<file path="src/rtl/dadder_pkg.sv">
// -----------------------------------------------------------------------------
// dadder_pkg
// Shared constants and types for the dadder result path.
//   DADDER_DATA_WIDTH_DEFAULT : default adder result width
//   DADDER_DROP_CNT_W         : width of the dropped-result counter
//   DADDER_OF_CNT_W           : width of the optional overflow-push counter
//   dadder_entry_t            : {of, data} record at the default result width
// -----------------------------------------------------------------------------
package dadder_pkg;

  localparam int DADDER_DATA_WIDTH_DEFAULT = 8;
  localparam int DADDER_DROP_CNT_W         = 8;
  localparam int DADDER_OF_CNT_W           = 16;

  typedef struct packed {
    logic                                 of;
    logic [DADDER_DATA_WIDTH_DEFAULT-1:0] data;
  } dadder_entry_t;

endpackage : dadder_pkg

</file>
<file path="src/rtl/dadder_rsp_mem.sv">
// -----------------------------------------------------------------------------
// dadder_rsp_mem
// DEPTH x (DATA_WIDTH+1) entry storage for the response FIFO. Synchronous
// write, asynchronous read. Contents are not reset; the FIFO masks its output
// while empty, so stale entries are never observed.
// Ports:
//   clk      : clock, rising edge
//   wr_en    : write strobe
//   wr_addr  : write entry index
//   wr_data  : {of, data} entry to store
//   rd_addr  : read entry index
//   rd_data  : {of, data} entry at rd_addr (combinational)
// -----------------------------------------------------------------------------
module dadder_rsp_mem #(
  parameter  int DATA_WIDTH = 8,
  parameter  int DEPTH      = 4,
  localparam int ADDR_W     = $clog2(DEPTH)
) (
  input  logic              clk,
  input  logic              wr_en,
  input  logic [ADDR_W-1:0] wr_addr,
  input  logic [DATA_WIDTH:0] wr_data,
  input  logic [ADDR_W-1:0] rd_addr,
  output logic [DATA_WIDTH:0] rd_data
);

  logic [DATA_WIDTH:0] mem_q [DEPTH];

  always_ff @(posedge clk) begin
    if (wr_en) begin
      mem_q[wr_addr] <= wr_data;
    end
  end

  assign rd_data = mem_q[rd_addr];

endmodule : dadder_rsp_mem

</file>
<file path="src/rtl/dadder_rsp_fifo.sv">
// -----------------------------------------------------------------------------
// dadder_rsp_fifo
// Response FIFO behind the dadder. The upstream adder cannot be stalled, so a
// result arriving while the FIFO is full (and not popping) is discarded and
// counted in drop_cnt. Head is registered: a push becomes visible one cycle
// later, there is no input-to-output bypass.
// Ports:
//   clk       : clock, rising edge
//   reset_n   : synchronous active-low reset
//   in_vld    : upstream result valid (no backpressure)
//   in_of     : upstream overflow/negative flag
//   in_data   : upstream result
//   out_vld   : head entry valid (level != 0)
//   out_ready : consumer accepts head entry
//   out_of    : head entry flag (0 while empty)
//   out_data  : head entry data (0 while empty)
//   level     : occupancy, 0..DEPTH
//   full      : level == DEPTH
//   drop_cnt  : results dropped while full, saturating
//   of_cnt    : pushes with in_of==1, saturating; present only when
//               DADDER_RSP_FIFO_STATS_EN is defined
// -----------------------------------------------------------------------------
module dadder_rsp_fifo
  import dadder_pkg::*;
#(
  parameter  int DATA_WIDTH = DADDER_DATA_WIDTH_DEFAULT,
  parameter  int DEPTH      = 4,
  localparam int PTR_W      = $clog2(DEPTH),
  localparam int LVL_W      = $clog2(DEPTH + 1)
) (
  input  logic                         clk,
  input  logic                         reset_n,
  input  logic                         in_vld,
  input  logic                         in_of,
  input  logic [DATA_WIDTH-1:0]        in_data,
  output logic                         out_vld,
  input  logic                         out_ready,
  output logic                         out_of,
  output logic [DATA_WIDTH-1:0]        out_data,
  output logic [LVL_W-1:0]             level,
  output logic                         full,
  output logic [DADDER_DROP_CNT_W-1:0] drop_cnt
`ifdef DADDER_RSP_FIFO_STATS_EN
  ,
  output logic [DADDER_OF_CNT_W-1:0]   of_cnt
`endif
);

  logic [PTR_W-1:0]             wr_ptr_q, wr_ptr_d;
  logic [PTR_W-1:0]             rd_ptr_q, rd_ptr_d;
  logic [LVL_W-1:0]             level_q, level_d;
  logic [DADDER_DROP_CNT_W-1:0] drop_cnt_q, drop_cnt_d;

  logic                in_vld_s;
  logic                out_ready_s;
  logic                push;
  logic                pop;
  logic                drop;
  logic [DATA_WIDTH:0] rd_entry;

  // Case equality folds X/Z on the handshake inputs to "not asserted".
  assign in_vld_s    = (in_vld === 1'b1);
  assign out_ready_s = (out_ready === 1'b1);

  assign full    = (level_q == LVL_W'(DEPTH));
  assign out_vld = (level_q != '0);

  // A full FIFO still accepts when the head leaves in the same cycle.
  assign pop  = out_vld & out_ready_s;
  assign push = in_vld_s & (~full | pop);
  assign drop = in_vld_s & full & ~pop;

  always_comb begin
    wr_ptr_d   = wr_ptr_q;
    rd_ptr_d   = rd_ptr_q;
    level_d    = level_q;
    drop_cnt_d = drop_cnt_q;
    // DEPTH is a power of two, so pointer increment wraps DEPTH-1 -> 0.
    if (push) wr_ptr_d = wr_ptr_q + PTR_W'(1);
    if (pop)  rd_ptr_d = rd_ptr_q + PTR_W'(1);
    if (push && !pop)      level_d = level_q + LVL_W'(1);
    else if (pop && !push) level_d = level_q - LVL_W'(1);
    if (drop && (drop_cnt_q != '1)) drop_cnt_d = drop_cnt_q + DADDER_DROP_CNT_W'(1);
    if (!reset_n) begin
      wr_ptr_d   = '0;
      rd_ptr_d   = '0;
      level_d    = '0;
      drop_cnt_d = '0;
    end
  end

  always_ff @(posedge clk) begin
    wr_ptr_q   <= wr_ptr_d;
    rd_ptr_q   <= rd_ptr_d;
    level_q    <= level_d;
    drop_cnt_q <= drop_cnt_d;
  end

  // Writes are suppressed during reset so a same-cycle push leaves no trace.
  dadder_rsp_mem #(
    .DATA_WIDTH (DATA_WIDTH),
    .DEPTH      (DEPTH)
  ) u_mem (
    .clk     (clk),
    .wr_en   (push & reset_n),
    .wr_addr (wr_ptr_q),
    .wr_data ({in_of, in_data}),
    .rd_addr (rd_ptr_q),
    .rd_data (rd_entry)
  );

  // Storage is never cleared, so the head is masked while empty.
  assign out_data = out_vld ? rd_entry[DATA_WIDTH-1:0] : '0;
  assign out_of   = out_vld & rd_entry[DATA_WIDTH];
  assign level    = level_q;
  assign drop_cnt = drop_cnt_q;

`ifdef DADDER_RSP_FIFO_STATS_EN
  logic [DADDER_OF_CNT_W-1:0] of_cnt_q, of_cnt_d;

  always_comb begin
    of_cnt_d = of_cnt_q;
    if (push && in_of && (of_cnt_q != '1)) of_cnt_d = of_cnt_q + DADDER_OF_CNT_W'(1);
    if (!reset_n) of_cnt_d = '0;
  end

  always_ff @(posedge clk) begin
    of_cnt_q <= of_cnt_d;
  end

  assign of_cnt = of_cnt_q;
`else
  // Statistics counter not built.
`endif

endmodule : dadder_rsp_fifo

</file>
<file path="config.mk">
export PLATFORM = sky130hd
export DESIGN_NAME = dadder_rsp_fifo
export DESIGN_NICKNAME = d
export VERILOG_FILES = /design/src/rtl/dadder_pkg.sv /design/src/rtl/dadder_rsp_mem.sv /design/src/rtl/dadder_rsp_fifo.sv
export SDC_FILE = /design/constraint.sdc
export NUM_CORES = 1
export LEC_CHECK = 0
export ABC_AREA = 0
export CAP_MARGIN = 20
export CORE_MARGIN = 4
export CORE_UTILIZATION = 56
export DETAILED_ROUTE_END_ITERATION = 10
export PLACE_DENSITY = 0.91
export SLEW_MARGIN = 25
export SYNTH_ARGS = -nofsm -noshare
export SYNTH_HDL_FRONTEND = slang
export SYNTH_HIERARCHICAL = 1
export SYNTH_SLANG_ARGS = --single-unit
</file>
<file path="constraint.sdc">
create_clock -name clk -period 3.8 [get_ports clk]
set_input_delay 0.76 -clock clk [delete_from_list [all_inputs] [get_ports clk]]
set_output_delay 0.76 -clock clk [all_outputs]
set_load 0.02 [all_outputs]
</file>
After elaboration in Yosys (flattened, before gate mapping)
Memory sizes are Yosys's and may differ from the RTL's. A register that Yosys moved wholly into a read port is not among the register bits.
Cells that the tools add are included.
Word-level totals
  bits in registers: 15
  bits in writable memories: 36
  input port bits: 13
  output and inout bits: 22
  word-level logic and storage cells: 37
  memories kept: 1
Memories
  u_mem.mem_q: words 4, bits a word 9, read ports 1, clocked after Yosys merged registers in 1, wr ports 1, RTL line dadder_rsp_mem.sv:27  | logic [DATA_WIDTH:0] mem_q [DEPTH];
Cells by class
  $add $sub $neg: 5
  equal/unequal tests: 4
  mux-type cells: 7
  bitwise operators: 9
  reduce and logical (&&, ||, !) cells: 7
Operator list (number)
  $add A8 B1 Y8 const B: 1
  $mux W8: 1
  $ne A8 B8 Y1 const B: 1
  $and A1 B1 Y1: 6
  $mux W3: 2
  $add A2 B1 Y2 const B: 2
  $mux W2: 2
  $add A3 B1 Y3 const B: 1
  $eq A3 B3 Y1 const B: 1
  $logic_and A1 B1 Y1: 3
  $reduce_bool A3 Y1: 1
  $sub A3 B1 Y3 const B: 1
  $eqx A1 B1 Y1 const B: 2
  $logic_not A1 Y1: 2
  $mux W1: 2
  $not A1 Y1: 2
  $reduce_bool A2 Y1: 1
  $or A1 B1 Y1: 1

Longest topological paths before layout
  depth in word-level cells: 8
  depth in mapped cells: 8
  mapped depth without buffers: 8

Modules after synthesis
Netlist, hierarchy kept.
Modules (own cells, without submodules)
  dadder_rsp_mem: times used 1, cells an instance 51, area each 1331.3 um^2, sequential area each 1081.0 um^2
  dadder_rsp_fifo: times used 1, cells an instance 88, area each 792.0 um^2, sequential area each 300.3 um^2

Worst setup path before layout
Ideal clock, no wire load.
  kind: input-to-reg
  from: input reset_n
  to: memory u_mem/mem_q[0][0] (netlist name) (enable)
  setup time: 389 ps
  arrival: 1855 ps
  required time: 3411 ps
  slack: 1557 ps
  stages: 3
  buffers on the path: 0
  cell sequence: inv_1 -> nor3_1 -> nor3b_1
On the way
  cells in the longest elaborated chain, start to end: 3
RTL lines
  from (decl): RTL line dadder_rsp_fifo.sv:32  | input logic reset_n,
  $and A1 B1 Y1: RTL line dadder_rsp_fifo.sv:105  | .wr_en (push & reset_n),
  $mux W1: RTL line dadder_rsp_mem.sv:30  | if (wr_en) begin
  $mux W1 (implied by the code): RTL line dadder_rsp_mem.sv:31  | mem_q[wr_addr] <= wr_data;
  to (decl): RTL line dadder_rsp_mem.sv:27
Every way passes these cells.

==> results.yml <==
sta:
  relSlewSlack_pct: 55.08
  final_hold_viol_count: 0
  drv_slew: 0
  setup_tns_ns: 0
  finalCritPeriodShare_pct: 81.69
  layout_setup_ws_ns: 0.6957
  fin_crit_ns: 3.104
  fmax_mhz: 322.1
  worstMarginPinSlew_ns: 0.6728
  setup_violations: 0
  grt_setup_unrepaired: "no"
  skew_ns: 0.008173
die:
  die_h_microns: 69.58
  die_x_microns: 69.58
  die_area_sq_um: 4841
  rows: 22
  io_pins: 35
  start_util_pct: 58.00
  core_sq_um: 3661
clock_network:
  root_buffer: "clkbuf_8"
  hold_buffers: 0
  cts-htree-levels: 2
  cts_tree: "built"
  cts_made_buffers: 5
  worstSkewPairLatency_ns: 0.30
  cts_resized: 0
  cts_buffer_depth: 2
  post_cts_buffers: 0
  path_clk_slew_ns: 0.09
  clock-sinks: 51
global_routing:
  grt_usage_pct: 17.86
  grt_pass1_wl_microns: 6575
  grt_max_degree: 16
  grt_pass1_vias: 1341
  grt_overflow: 0
  antenna_found_initial: 0
finish:
  diodes: 0
  syn_to_final_growth_pct: 22.10
  layout_commonest_cell: "edfxtp_1"
  design_area_sq_um: 2592
  finalNetCount: 193
  mostFrequentLayoutCells: "edfxtp_1 (36), clkdlybuf4s50_1 (34), dfxtp_1 (15), nor2_1 (11)"
  n_fill_cell: 251
  drive_gt1_share_pct: 10.67
worst_setup_path:
  start_kind: "register"
  crit_type: "reg2out"
  worstSetupStartpoint: "rd_ptr_q[0]"
  r2r_slack_ns: 1.29
  crit_required_ns: 3.04
  crit_path_end_kind: "output port"
  endpoint: "out_data[7]"
  rr_startpoint: "level[0]"
  reg2reg_to: "level[2]"
  worstPathArrival_ns: 2.34
  r2r_cells: 8
  crit_path_max_fanout: 11
logic_synthesis:
  synth_top_cell_area_share_pct: 50.91
  ys_seq_elements: 51
  syn-cell-area_sq_um: 2123
  synth_cells: 139
  yosysUniqueCellTypes: 33
  synth_nets: 155
  ys_warn_count: 6
  yosysSeqAreaShare_pct: 65.06
  synth_top_cell_by_area: "edfxtp_1"
  synthTopCellsByArea: "edfxtp_1 (51%), dfxtp_1 (14%), mux4_2 (9.5%)"
  synth.avg_cell_area_sq_um: 15.28
min_path:
  hold_class: "reg2reg"
detailed_routing:
  dr_wl_met2_microns: 2115
  wl_per_cell_microns: 17.15
  met3WireLength_microns: 191
  dr.pass1.iters: 4
  routed_wirelength_microns: 3875
  viasPerCell: 5.726
  drc: 0
  top_layer: "met4"
  num_vias: 1294
  drtIter0Drc: 53
  antenna_left: 0
  wl_met1_microns: 1504
pwr:
  seqPwrFrac_pct: 45.2
  switchingPower_w: 0.0005120
  p_leak_nw: 0.8742
  p_int_w: 0.001072
  finalPower_w: 0.001584
  power_frac_clock_pct: 18.6
  ir_worst_vdd_uv: 269.2
  swShare_pct: 32.33
  p_per_area_nw_per_um2: 610.8
  combPwrFrac_pct: 36.1
run_status:
  status: "finished clean"
placed_design:
  placed_area_sq_um: 2507
  dp_slack_ns: 0.8490
  dp_hpwl_microns: 2776
  io_buffers: 34
  gp_routability_congestion: 0.7618
job:
  max_cap_viol_count: 0
per-layer routing:
metal,GRT usage (%),vias to the layer above
li1,-,605
met4,5.640,0
met5,0,-
met1,20.06,640
met2,32.10,40
met3,5.652,9
registers in the layout (all words and copies together) (netlist names):
name	cells
level	3
rd_ptr_q	2
wr_ptr_q	2
u_mem/mem_q	36
drop_cnt	8
power by group through the flow:
stage	combinational (W)	clock, W	sequential, W
floorplan	0.000366	0	0.000708
global placement	0.000561	0	0.000725
detailed placement	0.000580	0	0.000732
CTS	0.000581	0.000303	0.000719
global route	0.000614	0.000327	0.000732
finish	0.000572	0.000295	0.000716
final cells by class:
type / count / area, sq um / share of cell area (%)
repair buffers: 35 / 347.8 / 13.42
well taps: 48 / 60.06 / 2.317
flip-flops and latches: 51 / 1381 / 53.28
inverters: 3 / 11.26 / 0.4344
clock inverters: 2 / 12.51 / 0.4826
clock buffers: 6 / 72.57 / 2.799
multi-input cells: 81 / 706.9 / 27.27
critical path, stage by stage, from the launching register on:
cell	delay (ns)
dfxtp_1	0.76
mux4_2	0.58
and2_1	0.16
clkdlybuf4s50_1	0.53
through the flow:
| step | std cells | hold slack [ns] | utilization [%] |
|---|---|---|---|
| global placement | 218 | 0.4943 | 68.49 |
| CTS | 226 | 0.5265 | 70.81 |
| global route | 226 | 0.5500 | 70.81 |
| finish | 226 | 0.5226 | 70.81 |
| floorplan | 139 | 0.4782 | - |
| detailed placement | 218 | 0.5143 | 68.49 |
worst min path at each step:
stage / start / to / cells after the start / slack [ns]
6_report: drop_cnt[5] / drop_cnt[5] / 2 / 0.52
5_1_grt: drop_cnt[5] / drop_cnt[5] / 2 / 0.55
4_1_cts: drop_cnt[5] / drop_cnt[5] / 2 / 0.53
3_5_place_dp: drop_cnt[5] / drop_cnt[5] / 2 / 0.51
3_3_place_gp: drop_cnt[5] / drop_cnt[5] / 2 / 0.49
2_1_floorplan: rd_ptr_q[1] / rd_ptr_q[1] / 2 / 0.48
cell usage after synthesis:
cell        n
ha_1        2
dfxtp_1    15
nand3_1     6
o2111ai_1   1
inv_1       3
clkbuf_1    2
xor2_1      7
nor4_1      2
o211ai_4    1
or4b_1      1
nor3_1      2
and3_1      2
nor4b_4     1
or3_1       4
or4_1       1
fa_1        1
o21ai_0     3
nor3b_1     2
nand2_1     3
mux4_2      9
xnor2_1     1
o31ai_1     1
nand4_1     1
nand3b_1    1
o211a_1     1
a21oi_1     4
and3b_1     2
and2_1      9
mux2i_1     2
buf_6       1
nor2_1     11
clkbuf_2    1
edfxtp_1   36
cells by family after synthesis:
kind of cell               count (synthesis)  synth area share [%]
AOI/OAI and AO/OA                         11                 3.889
xor gates and xnor gates                   8                 3.300
adders and majority gates                  3                 2.121
DFF                                       51                 65.06
muxes                                     11                 10.49
and+or+nand+nor                           48                 13.49
buffers and inverters                      7                 1.650
Note: power is estimated with default switching activity, not from simulation.
